===== src/rtl/text_render_scheduler.sv =====
// text_render_scheduler
//
// Renders one full frame of the text console into the SRAM frame buffer.
// On start the character grid is walked row-major. For every cell the
// character and colour indices are fetched, then each glyph row is requested
// from the font lookup and expanded into WIDTH_PER_CHARACTER colour-index
// pixel writes. The block also keeps the cursor blink timing and draws the
// cursor by swapping foreground and background of the cursor cell.
//
// Handshakes:
//   font_req/font_ack : font_req rises in FONT and holds font_char/font_row
//                       stable until a cycle with font_ack=1. font_bits is
//                       taken in that same cycle.
//   sram_we/sram_ready: a pixel transfers on a rising clock edge where both
//                       sram_we and sram_ready are 1. sram_addr/sram_data
//                       do not change while sram_we=1 and sram_ready=0.
//
// Ports:
//   clk, rst            clock, synchronous active-high reset
//   start               one-cycle pulse, begins a frame (ignored unless idle)
//   cursor_position     [15:8] cursor row, [7:0] cursor column
//   cursor_mode         0 blink, 1 off, 2 on, 3 off
//   cell_addr           linear cell index; cell_char/fg/bg valid one cycle later
//   cell_char/fg/bg     cell contents
//   font_req/char/row   glyph row request
//   font_ack/font_bits  glyph row response, MSB = leftmost pixel
//   sram_we/addr/data   pixel write, sram_ready accepts it
//   busy                frame in progress
//   frame_done          one-cycle pulse after the last pixel is accepted
//   dbg_state           current FSM state encoding
module text_render_scheduler #(
  parameter int CONSOLE_LINES        = 24,
  parameter int CONSOLE_COLUMNS      = 80,
  parameter int COLOR_NUMBERS_BITS   = 4,
  parameter int HEIGHT_PER_CHARACTER = 20,
  parameter int WIDTH_PER_CHARACTER  = 8,
  parameter int SRAM_ADDR_WIDTH      = 19,
  parameter int BLINK_FRAMES         = 30
) (
  input  logic                                                clk,
  input  logic                                                rst,
  input  logic                                                start,
  input  logic [15:0]                                         cursor_position,
  input  logic [1:0]                                          cursor_mode,
  output logic [$clog2(CONSOLE_LINES*CONSOLE_COLUMNS)-1:0]    cell_addr,
  input  logic [7:0]                                          cell_char,
  input  logic [COLOR_NUMBERS_BITS-1:0]                       cell_fg,
  input  logic [COLOR_NUMBERS_BITS-1:0]                       cell_bg,
  output logic                                                font_req,
  output logic [7:0]                                          font_char,
  output logic [$clog2(HEIGHT_PER_CHARACTER)-1:0]             font_row,
  input  logic                                                font_ack,
  input  logic [WIDTH_PER_CHARACTER-1:0]                      font_bits,
  output logic                                                sram_we,
  output logic [SRAM_ADDR_WIDTH-1:0]                          sram_addr,
  output logic [COLOR_NUMBERS_BITS-1:0]                       sram_data,
  input  logic                                                sram_ready,
  output logic                                                busy,
  output logic                                                frame_done,
  output logic [2:0]                                          dbg_state
);

  localparam int CELL_W  = $clog2(CONSOLE_LINES * CONSOLE_COLUMNS);
  localparam int GROW_W  = $clog2(HEIGHT_PER_CHARACTER);
  localparam int ROW_W   = (CONSOLE_LINES > 1) ? $clog2(CONSOLE_LINES) : 1;
  localparam int COL_W   = (CONSOLE_COLUMNS > 1) ? $clog2(CONSOLE_COLUMNS) : 1;
  localparam int PX_W    = (WIDTH_PER_CHARACTER > 1) ? $clog2(WIDTH_PER_CHARACTER) : 1;
  localparam int BLINK_W = (BLINK_FRAMES > 1) ? $clog2(BLINK_FRAMES) : 1;
  localparam int CB      = COLOR_NUMBERS_BITS;

  typedef enum logic [2:0] {
    S_IDLE  = 3'd0,
    S_FETCH = 3'd1,
    S_LATCH = 3'd2,
    S_FONT  = 3'd3,
    S_WRITE = 3'd4,
    S_DONE  = 3'd5
  } state_e;

  state_e                   state_q, state_d;
  logic [ROW_W-1:0]         row_q, row_d;
  logic [COL_W-1:0]         col_q, col_d;
  logic [GROW_W-1:0]        grow_q, grow_d;
  logic [PX_W-1:0]          px_q, px_d;
  logic [CELL_W-1:0]        cell_idx_q, cell_idx_d;
  logic [15:0]              cur_pos_q, cur_pos_d;
  logic [1:0]               cur_mode_q, cur_mode_d;
  logic [7:0]               char_q, char_d;
  logic [CB-1:0]            fg_q, fg_d;
  logic [CB-1:0]            bg_q, bg_d;
  logic [WIDTH_PER_CHARACTER-1:0] bits_q, bits_d;
  logic [BLINK_W-1:0]       blink_cnt_q, blink_cnt_d;
  logic                     blink_phase_q, blink_phase_d;

  logic px_last, grow_last, col_last, row_last, cell_last;
  logic cursor_visible, cursor_hit;
  logic [7:0] cur_row, cur_col;
  logic [PX_W-1:0] bit_sel;

  assign px_last   = (px_q == PX_W'(WIDTH_PER_CHARACTER - 1));
  assign grow_last = (grow_q == GROW_W'(HEIGHT_PER_CHARACTER - 1));
  assign col_last  = (col_q == COL_W'(CONSOLE_COLUMNS - 1));
  assign row_last  = (row_q == ROW_W'(CONSOLE_LINES - 1));
  assign cell_last = row_last && col_last;

  assign cur_row = cur_pos_q[15:8];
  assign cur_col = cur_pos_q[7:0];

  // Cursor mode 3 falls through to "not visible" on purpose.
  assign cursor_visible = (cur_mode_q == 2'd2) || ((cur_mode_q == 2'd0) && blink_phase_q);

  // Out-of-range cursor coordinates must never alias onto a real cell,
  // so rows and columns are compared separately at full width.
  assign cursor_hit = cursor_visible
                   && (32'(cur_row) < 32'(CONSOLE_LINES))
                   && (32'(cur_col) < 32'(CONSOLE_COLUMNS))
                   && (32'(cur_row) == 32'(row_q))
                   && (32'(cur_col) == 32'(col_q));

  // Pixel 0 is the leftmost pixel, which is the MSB of the glyph row.
  assign bit_sel = PX_W'(WIDTH_PER_CHARACTER - 1) - px_q;

  // State register
  always_ff @(posedge clk) begin
    if (rst) begin
      state_q <= S_IDLE;
    end else begin
      state_q <= state_d;
    end
  end

  // Next-state logic
  always_comb begin
    state_d = state_q;
    unique case (state_q)
      S_IDLE:  if (start) state_d = S_FETCH;
      S_FETCH: state_d = S_LATCH;
      S_LATCH: state_d = S_FONT;
      S_FONT:  if (font_ack) state_d = S_WRITE;
      S_WRITE: begin
        if (sram_ready && px_last) begin
          if (!grow_last)     state_d = S_FONT;
          else if (cell_last) state_d = S_DONE;
          else                state_d = S_FETCH;
        end
      end
      S_DONE:  state_d = S_IDLE;
      default: state_d = S_IDLE;
    endcase
  end

  // Output logic
  always_comb begin
    busy       = (state_q == S_FETCH) || (state_q == S_LATCH) ||
                 (state_q == S_FONT)  || (state_q == S_WRITE);
    frame_done = (state_q == S_DONE);
    font_req   = (state_q == S_FONT);
    sram_we    = (state_q == S_WRITE);
    cell_addr  = cell_idx_q;
    font_char  = char_q;
    font_row   = grow_q;
    sram_data  = bits_q[bit_sel] ? fg_q : bg_q;
    sram_addr  = SRAM_ADDR_WIDTH'(
                   (32'(row_q) * HEIGHT_PER_CHARACTER + 32'(grow_q))
                   * (CONSOLE_COLUMNS * WIDTH_PER_CHARACTER)
                   + 32'(col_q) * WIDTH_PER_CHARACTER + 32'(px_q));
    dbg_state  = state_q;
  end

  // Datapath next-state
  always_comb begin
    row_d         = row_q;
    col_d         = col_q;
    grow_d        = grow_q;
    px_d          = px_q;
    cell_idx_d    = cell_idx_q;
    cur_pos_d     = cur_pos_q;
    cur_mode_d    = cur_mode_q;
    char_d        = char_q;
    fg_d          = fg_q;
    bg_d          = bg_q;
    bits_d        = bits_q;
    blink_cnt_d   = blink_cnt_q;
    blink_phase_d = blink_phase_q;
    unique case (state_q)
      S_IDLE: begin
        if (start) begin
          cur_pos_d  = cursor_position;
          cur_mode_d = cursor_mode;
          row_d      = '0;
          col_d      = '0;
          grow_d     = '0;
          px_d       = '0;
          cell_idx_d = '0;
        end
      end
      S_LATCH: begin
        char_d = cell_char;
        if (cursor_hit) begin
          fg_d = cell_bg;
          bg_d = cell_fg;
        end else begin
          fg_d = cell_fg;
          bg_d = cell_bg;
        end
      end
      S_FONT: begin
        if (font_ack) begin
          bits_d = font_bits;
          px_d   = '0;
        end
      end
      S_WRITE: begin
        if (sram_ready) begin
          if (!px_last) begin
            px_d = px_q + 1'b1;
          end else begin
            px_d = '0;
            if (!grow_last) begin
              grow_d = grow_q + 1'b1;
            end else if (!cell_last) begin
              // Counters stay on the last cell when the frame completes.
              grow_d     = '0;
              cell_idx_d = cell_idx_q + 1'b1;
              if (col_last) begin
                col_d = '0;
                row_d = row_q + 1'b1;
              end else begin
                col_d = col_q + 1'b1;
              end
            end
          end
        end
      end
      S_DONE: begin
        if (blink_cnt_q == BLINK_W'(BLINK_FRAMES - 1)) begin
          blink_cnt_d   = '0;
          blink_phase_d = ~blink_phase_q;
        end else begin
          blink_cnt_d = blink_cnt_q + 1'b1;
        end
      end
      default: ;
    endcase
  end

  // Datapath registers
  always_ff @(posedge clk) begin
    if (rst) begin
      row_q         <= '0;
      col_q         <= '0;
      grow_q        <= '0;
      px_q          <= '0;
      cell_idx_q    <= '0;
      cur_pos_q     <= '0;
      cur_mode_q    <= '0;
      char_q        <= '0;
      fg_q          <= '0;
      bg_q          <= '0;
      bits_q        <= '0;
      blink_cnt_q   <= '0;
      blink_phase_q <= 1'b1;
    end else begin
      row_q         <= row_d;
      col_q         <= col_d;
      grow_q        <= grow_d;
      px_q          <= px_d;
      cell_idx_q    <= cell_idx_d;
      cur_pos_q     <= cur_pos_d;
      cur_mode_q    <= cur_mode_d;
      char_q        <= char_d;
      fg_q          <= fg_d;
      bg_q          <= bg_d;
      bits_q        <= bits_d;
      blink_cnt_q   <= blink_cnt_d;
      blink_phase_q <= blink_phase_d;
    end
  end

endmodule


===== config.mk =====
export PLATFORM = sky130hd
export DESIGN_NAME = text_render_scheduler
export DESIGN_NICKNAME = d
export VERILOG_FILES = /design/src/rtl/text_render_scheduler.sv
export SDC_FILE = /design/constraint.sdc
export NUM_CORES = 1
export LEC_CHECK = 0
export ABC_AREA = 1
export CAP_MARGIN = 20
export CORE_ASPECT_RATIO = 1.4
export CORE_MARGIN = 4
export CORE_UTILIZATION = 57
export DETAILED_ROUTE_END_ITERATION = 10
export GPL_ROUTABILITY_DRIVEN = 1
export GPL_TIMING_DRIVEN = 1
export PLACE_DENSITY = 0.94
export SYNTH_ARGS = -nofsm -noshare
export SYNTH_HDL_FRONTEND = slang
export SYNTH_SLANG_ARGS = --single-unit

===== constraint.sdc =====
create_clock -name clk -period 10.55 [get_ports clk]
set_input_delay 2.11 -clock clk [delete_from_list [all_inputs] [get_ports clk]]
set_output_delay 2.11 -clock clk [all_outputs]
set_load 0.05 [all_outputs]

==> results.txt, run 1 <==
result of the run -> complete, no violations
register area -> 0.00164 mm²
CP arrival -> 4.71 ns
worst min-delay path class -> flip-flop to flip-flop
highest fanout seen on the critical path -> 9
fraction of power consumed by combinational cells -> 0.295
synthesized netlist net count -> 866
I/O Buffers -> 100
RSZ-0062 raised after global routing -> no
Setup WS post-layout -> 3.73 ns
Core Area -> 0.00908 mm²
sum of net half-perimeters after detailed placement -> 10.2 mm
cell count after placement -> 960
count of standard-cell rows -> 41
Tmin final -> 6.82 ns
die height -> 122 µm
pin count of the biggest net entering global routing -> 44
area occupied by multi-input gates -> 0.00317 mm²
met1 WL -> 5.08 mm
TritonCTS clock tree -> done
critical path's top delay family -> adder cells
CTS Sinks -> 82
most frequent cells in the layout -> sky130_fd_sc_hd__nand2_1 (169), sky130_fd_sc_hd__clkdlybuf4s50_1 (100), sky130_fd_sc_hd__inv_1 (95)
H-tree lvl count -> 3
crit path capture type -> output port
Max Buffers Root-to-Sink -> 2
DIE AREA -> 0.0110 mm²
via density per instance -> 5.60
setup slack after placement -> 4.11 ns
share of layout cells above drive strength 1 -> 0.0621
Syn Area/Cell -> 6.85 µm²
Post-Syn Instances -> 778
beginning of the worst hold path -> bits_q[5]$_SDFFE_PP0P_
post-route cell area -> 0.00670 mm²
critical-path cell with the highest stage delay -> sky130_fd_sc_hd__clkdlybuf4s50_1
Internal -> 697 µW
Final Instance Count excl. Fillers -> 976
number of failing hold endpoints at the final stage -> 0
total length of routed met3 wires -> 1.03 mm
Synthesis Warnings -> 0
clk_lat worst skew -> 0.34 ns
critical path launch point type -> flip-flop
library cell used as clock root buffer -> sky130_fd_sc_hd__clkbuf_16
Total Neg Setup Slack -> 0 ns
number of diodes added for antenna fixing -> 0
maxcap violations -> 0
antenna-violating nets left -> 0
number of max-slew violations in the final report -> 0
GRT overflow -> 0
Lkg Pwr -> 2.85 nW
required time reported for the critical path endpoint -> 8.44 ns
flop and latch count out of synthesis -> 82
critical path launch point -> row_q[3]$_SDFFE_PP0P_
part of the total power dissipated in sequential elements -> 0.339
max incr delay on CP -> 0.79 ns
Post CTS Setup Buffer Count -> 0
quantity of hold-fixing buffers added after cts -> 0
Total Routed Length -> 14.0 mm
# resized after CTS -> 0
Filler Cells Inserted -> 650
Peak supply drop -> 0.120 mV
worst path cell trace -> ha_1 -> ha_1 -> fa_1 -> xnor2_1 -> nor2_1 -> xnor2_1 -> inv_1 -> ha_1 -> ha_1 -> a21oi_1 -> nand3_1 -> nand2_1 -> nand2_1 -> inv_1 -> nand4_1 -> inv_1 -> nand2_1 -> nand2_1 -> clkdlybuf4s50_1
WL/cell -> 14.3 µm
global-route wire length before repair -> 23.6 mm
critical register-to-register path startpoint -> dbg_state[0]$_SDFFE_PP0P_
post-synth design cell area -> 0.00533 mm²
initial antenna violation count -> 0
number of global-route vias before repair -> 5322
Sw Ratio -> 0.331
sequential fraction of the synthesis area -> 0.308
Final Net Count -> 952
area growth from synthesis to final layout -> 25.7%
Clock Power Share -> 0.367
number of design-rule violations left by the first detailed-router iteration -> 384
vias after detailed routing -> 5468
top metal layer carrying routed signals -> met4
clock slew at the register clock pins of the worst setup and hold paths -> 0.06 ns
router iterations before antenna repair -> 5
detailed-routed wire length on met2 -> 7.22 mm
final-report setup violation count -> 0
maximum frequency from static timing analysis -> 147 MHz
global-route usage over all layers -> 0.262
post-detailed-route DRC marker count -> 0
relative slew slack -> 0.389
transition time at the pin with the least slew margin -> 0.915 ns
power spent charging and discharging nets -> 345 µW
most common library cell in the layout ignoring fill and taps -> sky130_fd_sc_hd__nand2_1
cell area power density -> 155 mW/mm²
clock skew -> 0.00548 ns
effective utilization at floorplan -> 0.587
Crit Path Category -> flip-flop to output port
I/O pin count -> 101
Total Power -> 1.04 mW
placed inst area -> 0.00634 mm²
Critical path buffers and inverters -> 4
Final GP Congestion -> 0.922
number of different library cells in the post-synthesis netlist -> 42
overall die width -> 89.7 µm
share of the clock period used by the worst path -> 0.646
Inserted Clock Buffers -> 9
cell families after synthesis:
family          after synthesis  synth area share
simple gates                364             0.301
compound gates              135             0.142
buf+inv                     126            0.0995
flops                        82             0.308
fa+ha+maj                    41             0.102
xor+xnor                     29            0.0476
other cells                   1          0.000703
final timing paths:
path                                                to  slack, ns  cells after the start
worst max-delay path                     sram_addr[18]       3.73                     19
worst min register to register  bits_q[5]$_SDFFE_PP0P_       0.46                      2
worst min-delay path            bits_q[5]$_SDFFE_PP0P_       0.46                      2
worst max register to register   row_q[0]$_SDFFE_PP0P_       8.17                      9
power by group through the flow:
stage | registers (mW) | logic, mW | clock network, mW
5_1_grt | 0.356 | 0.333 | 0.401
3_3_place_gp | 0.358 | 0.296 | 0
2_1_floorplan | 0.380 | 0.194 | 0
4_1_cts | 0.352 | 0.306 | 0.386
6_report | 0.353 | 0.307 | 0.382
3_5_place_dp | 0.358 | 0.302 | 0
cell type report:
| class | instances | area share |
|---|---|---|
| Tap cell | 107 | 0.0200 |
| Clock inverter | 5 | 0.0187 |
| Multi-Input combinational cell | 570 | 0.472 |
| Clock buffer | 11 | 0.0362 |
| Sequential cell | 82 | 0.245 |
| Inverter | 99 | 0.0566 |
| Timing Repair Buffer | 102 | 0.152 |
layer usage:
| layer | vias to the layer above | track usage |
|---|---|---|
| li1 | 2700 | - |
| met1 | 2481 | 0.258 |
| met2 | 230 | 0.492 |
| met3 | 57 | 0.0699 |
| met4 | 0 | 0.156 |
| met5 | - | 0 |
cell usage after synthesis:
| library cell | count | share of area |
|---|---|---|
| sky130_fd_sc_hd__fa_1 | 4 | 0.015 |
| sky130_fd_sc_hd__nor3_2 | 1 | 0.0019 |
| sky130_fd_sc_hd__nand3b_1 | 3 | 0.0042 |
| sky130_fd_sc_hd__nor2_4 | 1 | 0.0021 |
| sky130_fd_sc_hd__o21bai_1 | 1 | 0.0014 |
| sky130_fd_sc_hd__o211ai_1 | 1 | 0.0014 |
| sky130_fd_sc_hd__nor2_2 | 3 | 0.0035 |
| sky130_fd_sc_hd__inv_2 | 2 | 0.0014 |
| sky130_fd_sc_hd__nand2_1 | 169 | 0.12 |
| sky130_fd_sc_hd__xnor2_1 | 15 | 0.025 |
| sky130_fd_sc_hd__inv_1 | 95 | 0.067 |
| sky130_fd_sc_hd__nand3_4 | 1 | 0.0033 |
| sky130_fd_sc_hd__nand4_1 | 10 | 0.012 |
| sky130_fd_sc_hd__nor3_1 | 9 | 0.0084 |
| sky130_fd_sc_hd__or2_2 | 1 | 0.0012 |
| sky130_fd_sc_hd__clkinv_4 | 1 | 0.0016 |
| sky130_fd_sc_hd__o21ai_0 | 45 | 0.042 |
| sky130_fd_sc_hd__o2111ai_2 | 1 | 0.0028 |
| sky130_fd_sc_hd__o21ai_1 | 4 | 0.0038 |
| sky130_fd_sc_hd__nand2_4 | 3 | 0.0063 |
| sky130_fd_sc_hd__dfxtp_1 | 82 | 0.31 |
| sky130_fd_sc_hd__a21oi_1 | 61 | 0.057 |
| sky130_fd_sc_hd__o22ai_1 | 7 | 0.0082 |
| sky130_fd_sc_hd__nand3_1 | 70 | 0.066 |
| sky130_fd_sc_hd__o21a_1 | 4 | 0.0056 |
| sky130_fd_sc_hd__a31oi_1 | 1 | 0.0012 |
| sky130_fd_sc_hd__buf_8 | 1 | 0.0028 |
| sky130_fd_sc_hd__buf_6 | 2 | 0.0042 |
| sky130_fd_sc_hd__nand3_2 | 1 | 0.0019 |
| sky130_fd_sc_hd__xor2_1 | 14 | 0.023 |
| sky130_fd_sc_hd__buf_2 | 7 | 0.0066 |
| sky130_fd_sc_hd__nor2_1 | 79 | 0.056 |
| sky130_fd_sc_hd__inv_4 | 1 | 0.0012 |
| sky130_fd_sc_hd__buf_1 | 2 | 0.0014 |
| sky130_fd_sc_hd__ha_1 | 37 | 0.087 |
| sky130_fd_sc_hd__nor3b_1 | 3 | 0.0042 |
| sky130_fd_sc_hd__a21oi_2 | 9 | 0.015 |
| sky130_fd_sc_hd__clkbuf_1 | 11 | 0.0077 |
| sky130_fd_sc_hd__conb_1 | 1 | 0.00070 |
| sky130_fd_sc_hd__a21oi_4 | 1 | 0.0031 |
| sky130_fd_sc_hd__buf_4 | 4 | 0.0056 |
| sky130_fd_sc_hd__nand2_2 | 10 | 0.012 |
registers in the layout (all words and copies together), names as in the netlist:
register       count
blink_phase_q      1
cur_pos_q         16
bg_q               4
col_q              7
dbg_state          3
fg_q               4
font_row           5
font_char          8
bits_q             8
blink_cnt_q        5
cell_addr         11
cur_mode_q         2
row_q              5
px_q               3
worst register-to-register path, stage by stage, from the launching register on:
cell                      delay [ns]
sky130_fd_sc_hd__dfxtp_1        0.39
sky130_fd_sc_hd__nor2_4         0.16
sky130_fd_sc_hd__nand2_1        0.09
sky130_fd_sc_hd__inv_2          0.18
sky130_fd_sc_hd__nand2_2        0.35
sky130_fd_sc_hd__a21oi_4        0.28
sky130_fd_sc_hd__nand3_4        0.25
sky130_fd_sc_hd__inv_4          0.30
sky130_fd_sc_hd__nand3_1        0.13
sky130_fd_sc_hd__a21oi_1        0.17
metrics by stage:
stage / hold WS (ns) / utilization
floorplan: 0.429 / -
global placement: 0.444 / 0.698
detailed placement: 0.448 / 0.698
CTS: 0.467 / 0.738
global route: 0.488 / 0.738
finish: 0.464 / 0.738
Note: power is estimated with default switching activity, not from simulation.
==> run 2, diff against run 1 <==
Settings changed: CORE_UTILIZATION 57 to 48, PLACE_DENSITY 0.94 to 0.85.
Clock period 10.55 ns to 5.6 ns, I/O delays scaled along.
==> run 2 against run 1 <==
  * Global-route usage shrank 5.3 points
  * Design area grew 0.45%
  * Via count shrank 4.3%
  * Sequential cell count is the same
  * Worst hold slack lost 0.0068 ns
  * Clock power grew 85%
  * Die area grew 17%
  * Sequential power grew 88%
  * Total power grew 86%
  * Routed wire length shrank 4.3%
  * Clock skew shrank 0.0015 ns
  * Critical path type unchanged
==> results.txt, run 2 (synthesis gave the netlist of run 1 again) <==
vias after detailed routing -> 5234 (-4.3%)
number of global-route vias before repair -> 5088 (-4.4%)
I/O pin count -> 101 (unchanged)
critical-path cell with the highest stage delay -> sky130_fd_sc_hd__clkdlybuf4s50_1
Hold Worst Slack -> 0.457 ns (-0.00684 ns)
WL/cell -> 13.2 µm (-7.6%)
clock skew -> 0.00397 ns (-0.00151 ns)
share of the clock period used by the worst path -> 0.951
DIE AREA -> 0.0129 mm² (+17%)
maximum frequency from static timing analysis -> 188 MHz
pin count of the biggest net entering global routing -> 44 (unchanged)
router iterations before antenna repair -> 4 (-1)
flip-flop count of the largest register after layout -> 16 (unchanged)
CP dominant cell by count -> sky130_fd_sc_hd__ha_1
Lkg Pwr -> 2.89 nW (+1.4%)
Max Buffers Root-to-Sink -> 2 (unchanged)
Final Instance Count excl. Fillers -> 1010 (+3.5%)
cell area power density -> 288 mW/mm² (+85%)
critical path launch point -> row_q[1]$_SDFFE_PP0P_
Critical path buffers and inverters -> 3 (-1)
most frequent cells in the layout -> sky130_fd_sc_hd__nand2_1 (169), sky130_fd_sc_hd__inv_1 (95), sky130_fd_sc_hd__clkdlybuf4s50_1 (95)
antenna-violating nets left -> 0 (unchanged)
area growth from synthesis to final layout -> 26.3%
critical path launch point type -> flip-flop
met1 WL -> 5.22 mm (+2.7%)
critical register-to-register path startpoint -> dbg_state[0]$_SDFFE_PP0P_
most common library cell in the layout ignoring fill and taps -> sky130_fd_sc_hd__nand2_1
RSZ-0062 raised after global routing -> no
worst min-delay path class -> flip-flop to flip-flop
result of the run -> complete, no violations
Final Net Count -> 953 (+0.11%)
die height -> 133 µm (+8.4%)
worst reg2reg path depth -> 9 (unchanged)
Total Routed Length -> 13.4 mm (-4.3%)
number of failing hold endpoints at the final stage -> 0 (unchanged)
H-tree lvl count -> 3 (unchanged)
GRT overflow -> 0 (unchanged)
max incr delay on CP -> 0.81 ns (+0.02 ns)
required time reported for the critical path endpoint -> 4.48 ns (-3.96 ns)
Tmin final -> 5.32 ns
via density per instance -> 5.18 (-7.5%)
beginning of the worst hold path -> bits_q[2]$_SDFFE_PP0P_
number of design-rule violations left by the first detailed-router iteration -> 335 (-13%)
transition time at the pin with the least slew margin -> 0.925 ns (+0.00925 ns)
final-report setup violation count -> 0 (unchanged)
Total Power -> 1.94 mW (+86%)
Reg with most FFs -> cur_pos_q
relative slew slack -> 0.384 (-0.00549)
global-route usage over all layers -> 0.209 (-0.0532)
number of instances on the worst hold path -> 2 (unchanged)
initial antenna violation count -> 0 (unchanged)
top metal layer carrying routed signals -> met4
post-detailed-route DRC marker count -> 0 (unchanged)
total length of routed met3 wires -> 714 µm (-31%)
I/O Buffers -> 100 (unchanged)
highest fanout seen on the critical path -> 7 (-2)
Core Area -> 0.0109 mm² (+20%)
worst path cell trace -> ha_1 -> ha_1 -> fa_1 -> nand2_1 -> inv_1 -> nand3_1 -> xnor2_1 -> inv_1 -> ha_1 -> ha_1 -> nand3b_1 -> nand2_1 -> xor2_1 -> clkdlybuf4s50_1
count of standard-cell rows -> 45 (+9.8%)
cell count after placement -> 995 (+3.6%)
clock slew at the register clock pins of the worst setup and hold paths -> 0.06 ns (about the same)
Inserted Clock Buffers -> 9 (unchanged)
Peak supply drop -> 0.326 mV (+170%)
sum of net half-perimeters after detailed placement -> 10.0 mm (-1.9%)
global-route wire length before repair -> 22.3 mm (-5.2%)
effective utilization at floorplan -> 0.491 (-0.0966)
clk_lat worst skew -> 0.34 ns (about the same)
crit path capture type -> output port
Total Neg Setup Slack -> 0 ns (unchanged)
quantity of hold-fixing buffers added after cts -> 0 (unchanged)
CTS Sinks -> 82 (unchanged)
library cell used as clock root buffer -> sky130_fd_sc_hd__clkbuf_16
overall die width -> 97.1 µm (+8.2%)
TritonCTS clock tree -> done
share of layout cells above drive strength 1 -> 0.0667 (+0.00460)
number of max-slew violations in the final report -> 0 (unchanged)
detailed-routed wire length on met2 -> 6.87 mm (-4.8%)
Levels on crit path -> 14 (-5)
critical path's top delay family -> adder cells
maxcap violations -> 0 (unchanged)
number of diodes added for antenna fixing -> 0 (unchanged)
Crit Path Category -> flip-flop to output port
Final GP Congestion -> 0.872 (-5.5%)
CP arrival -> 4.20 ns (-0.51 ns)
-- run 2: changes by cell type in the layout (fill, tap and decap cells not counted), sizes merged --
| cell | change |
|---|---|
| clkdlybuf4s50 | -5 |
| buf | +3 |
| dlymetal6s2s | +2 |
| clkbuf | -1 |
| clkinv | +1 |
-- run 2: final cells by class --
class / instances / area, µm²
timing repair buffer: 103 / 1020
tap: 141 / 176
sequential: 82 / 1640
fill: 921 / 4130
clock inverter: 6 / 130
multi-input combinational: 570 / 3170
clock buffer: 9 / 225
inverter: 99 / 379
-- run 2: timing repair --
| item | CTS | global route |
|---|---|---|
| buffers inserted | 0 | 0 |
| cloned | 0 | 0 |
| gates resized for setup | 1 | 4 |
| setup endpoints to repair | 1 | 3 |
-- run 2: report_power, final --
part,total (mW),switching [mW],leakage [nW],internal (mW)
clock network,0.708,0.232,0.175,0.476
logic,0.569,0.377,2.05,0.192
registers,0.664,0.0354,0.666,0.628
total,1.94,0.645,2.89,1.30
-- run 2: worst reg2reg max path, delay by kind of cell (launching register included) --
family | cells | cell delay, ns
AOI/OAI and AO/OA | 2 | 0.42
buffers and inverters | 2 | 0.49
DFF | 1 | 0.38
and+or+nand+nor | 5 | 0.94
-- run 2: per-layer routing --
| metal | track usage | up-vias |
|---|---|---|
| met4 | 0.120 | 0 |
| met1 | 0.215 | 2355 |
| li1 | - | 2699 |
| met3 | 0.0417 | 41 |
| met5 | 0 | - |
| met2 | 0.387 | 139 |
-- run 2: path summary, 6_finish.rpt --
kind	endpoint	slack (ns)
worst min register to register	bits_q[2]$_SDFFE_PP0P_	0.46
worst max register to register	row_q[4]$_SDFFE_PP0P_	3.30
worst min-delay path	bits_q[2]$_SDFFE_PP0P_	0.46
worst max-delay path	sram_addr[14]	0.28
-- run 2: through the flow --
stage	util	setup WS (ns)	cell area, µm²
after floorplan	-	0.661	5330
after CTS	0.620	0.0346	6730
after global routing	0.620	0.0895	6730
after global placement	0.587	0.454	6380
final	0.620	0.276	6730
after detailed placement	0.587	0.333	6380
==> run 3, diff against run 2 <==
Settings changed: CORE_ASPECT_RATIO 1.4 to 1.5, MAX_ROUTING_LAYER set to met4.
==> run 3 against run 2 <==
  * Clock-buffer cell count is 1 higher
  * Worst setup slack better by 0.027 ns
  * Die area hardly changed
  * First-iteration DRC count is 0.60% lower
  * Critical path depth stayed put
  * Critical path type unchanged
==> results.txt, run 3 (synthesis gave the netlist of run 1 again) <==
critical register-to-register path startpoint -> dbg_state[0]$_SDFFE_PP0P_
Core Area -> 0.0107 mm² (-1.5%)
quantity of hold-fixing buffers added after cts -> 0 (unchanged)
TritonCTS clock tree -> done
number of design-rule violations left by the first detailed-router iteration -> 333 (-0.60%)
result of the run -> complete, no violations
pin count of the biggest net entering global routing -> 44 (unchanged)
I/O pin count -> 101 (unchanged)
antenna-violating nets left -> 0 (unchanged)
# resized after CTS -> 1 (unchanged)
Max Buffers Root-to-Sink -> 2 (unchanged)
I/O Buffers -> 100 (unchanged)
Final GP Congestion -> 0.901 (+3.3%)
number of max-slew violations in the final report -> 0 (unchanged)
worst min-delay path class -> flip-flop to flip-flop
DIE AREA -> 0.0129 mm² (about the same)
maximum frequency from static timing analysis -> 189 MHz (+0.50%)
Post CTS Setup Buffer Count -> 0 (unchanged)
cell area power density -> 277 mW/mm² (-3.9%)
post-detailed-route DRC marker count -> 0 (unchanged)
setup slack of the worst register-to-register path -> 3.17 ns (-0.13 ns)
H-tree lvl count -> 3 (unchanged)
utilization after layout -> 0.624 (+0.00467)
Crit Path Category -> flip-flop to output port
vias after detailed routing -> 5270 (+0.69%)
share of layout cells above drive strength 1 -> 0.0645 (-0.00223)
sum of net half-perimeters after detailed placement -> 10.2 mm (+1.6%)
global-route usage over all layers -> 0.224 (+0.0159)
via density per instance -> 5.21 (+0.49%)
number of global-route vias before repair -> 5119 (+0.61%)
crit path capture type -> output port
final-report setup violation count -> 0 (unchanged)
transition time at the pin with the least slew margin -> 0.995 ns (+0.0705 ns)
clock skew -> 0.00477 ns (+0.000799 ns)
router iterations before antenna repair -> 5 (+1)
Final Net Count -> 952 (-0.10%)
Inserted Clock Buffers -> 9 (unchanged)
critical path launch point -> row_q[1]$_SDFFE_PP0P_
number of failing hold endpoints at the final stage -> 0 (unchanged)
critical path launch point type -> flip-flop
flip-flop count of the largest register after layout -> 16 (unchanged)
Setup WS post-layout -> 0.303 ns (+0.0265 ns)
setup slack after placement -> 0.340 ns (+0.00753 ns)
highest fanout seen on the critical path -> 7 (unchanged)
Reg with most FFs -> cur_pos_q
CP arrival -> 4.18 ns (-0.02 ns)
WL/cell -> 13.4 µm (+1.3%)
library cell used as clock root buffer -> sky130_fd_sc_hd__clkbuf_16
RSZ-0062 raised after global routing -> no
Tmin final -> 5.30 ns (-0.0265 ns)
CTS Sinks -> 82 (unchanged)
Peak supply drop -> 0.234 mV (-28%)
overall die width -> 94.1 µm (-3.1%)
most frequent cells in the layout -> sky130_fd_sc_hd__nand2_1 (169), sky130_fd_sc_hd__inv_1 (95), sky130_fd_sc_hd__clkdlybuf4s50_1 (95)
clock slew at the register clock pins of the worst setup and hold paths -> 0.06 ns (about the same)
initial antenna violation count -> 0 (unchanged)
die height -> 137 µm (+3.3%)
required time reported for the critical path endpoint -> 4.48 ns (about the same)
most common library cell in the layout ignoring fill and taps -> sky130_fd_sc_hd__nand2_1
Total Neg Setup Slack -> 0 ns (unchanged)
area growth from synthesis to final layout -> 25.3%
count of standard-cell rows -> 46 (+2.2%)
global-route wire length before repair -> 22.7 mm (+1.8%)
clk_lat worst skew -> 0.34 ns (about the same)
relative slew slack -> 0.336 (-0.0478)
beginning of the worst hold path -> bits_q[5]$_SDFFE_PP0P_
GRT overflow -> 0 (unchanged)
effective utilization at floorplan -> 0.498 (+0.00740)
Total Routed Length -> 13.6 mm (+1.5%)
number of diodes added for antenna fixing -> 0 (unchanged)
Hold Worst Slack -> 0.459 ns (+0.00245 ns)
share of the clock period used by the worst path -> 0.946 (-0.00474)
maxcap violations -> 0 (unchanged)
Lkg Pwr -> 2.86 nW (-1.2%)
==> run 3: power breakdown <==
group	total [mW]	switching (mW)	internal, mW
clock	0.619	0.232	0.387
combinational	0.569	0.379	0.190
sequential	0.664	0.0357	0.628
total	1.85	0.646	1.21
==> run 3: layout make-up <==
type / instances / area [µm²]
fillers: 966 / 4020
multi-input cells: 570 / 3170
flip-flops and latches: 82 / 1640
repair buffers: 102 / 1010
inverters: 99 / 379
clock buffers: 10 / 229
well taps: 144 / 180
clock inverters: 5 / 80.1
==> run 3: stage by stage <==
stage	power [mW]	std cells	cell area, µm²
global route	1.95	1012	6680
finish	1.85	1012	6680
global placement	1.23	997	6370
CTS	1.86	1012	6680
detailed placement	1.24	997	6370
floorplan	1.08	778	5330
==> run 3: critical path, cell delays in order, from the launching register on <==
cell,delay (ns)
sky130_fd_sc_hd__dfxtp_1,0.45
sky130_fd_sc_hd__ha_1,0.28
sky130_fd_sc_hd__ha_1,0.22
sky130_fd_sc_hd__fa_1,0.55
sky130_fd_sc_hd__nand2_1,0.07
sky130_fd_sc_hd__inv_1,0.05
sky130_fd_sc_hd__nand3_1,0.10
sky130_fd_sc_hd__xnor2_1,0.14
sky130_fd_sc_hd__inv_1,0.08
sky130_fd_sc_hd__ha_1,0.29
sky130_fd_sc_hd__ha_1,0.36
sky130_fd_sc_hd__nand3b_1,0.20
sky130_fd_sc_hd__nand2_1,0.10
sky130_fd_sc_hd__xor2_1,0.14
sky130_fd_sc_hd__clkdlybuf4s50_1,0.81
==> run 3: metal layers <==
metal | up-vias | share of wire | global-route usage
li1 | 2690 | - | -
met1 | 2383 | 0.38 | 0.226
met2 | 155 | 0.53 | 0.407
met3 | 42 | 0.053 | 0.0418
met4 | 0 | 0.036 | 0.115
met5 | - | 0 | -
==> run 3: worst paths after layout <==
path	to	cells after the start
worst max-delay path	sram_addr[14]	14
worst min-delay path	bits_q[5]$_SDFFE_PP0P_	2
worst max register to register	col_q[1]$_SDFFE_PP0P_	9
worst min register to register	bits_q[5]$_SDFFE_PP0P_	2
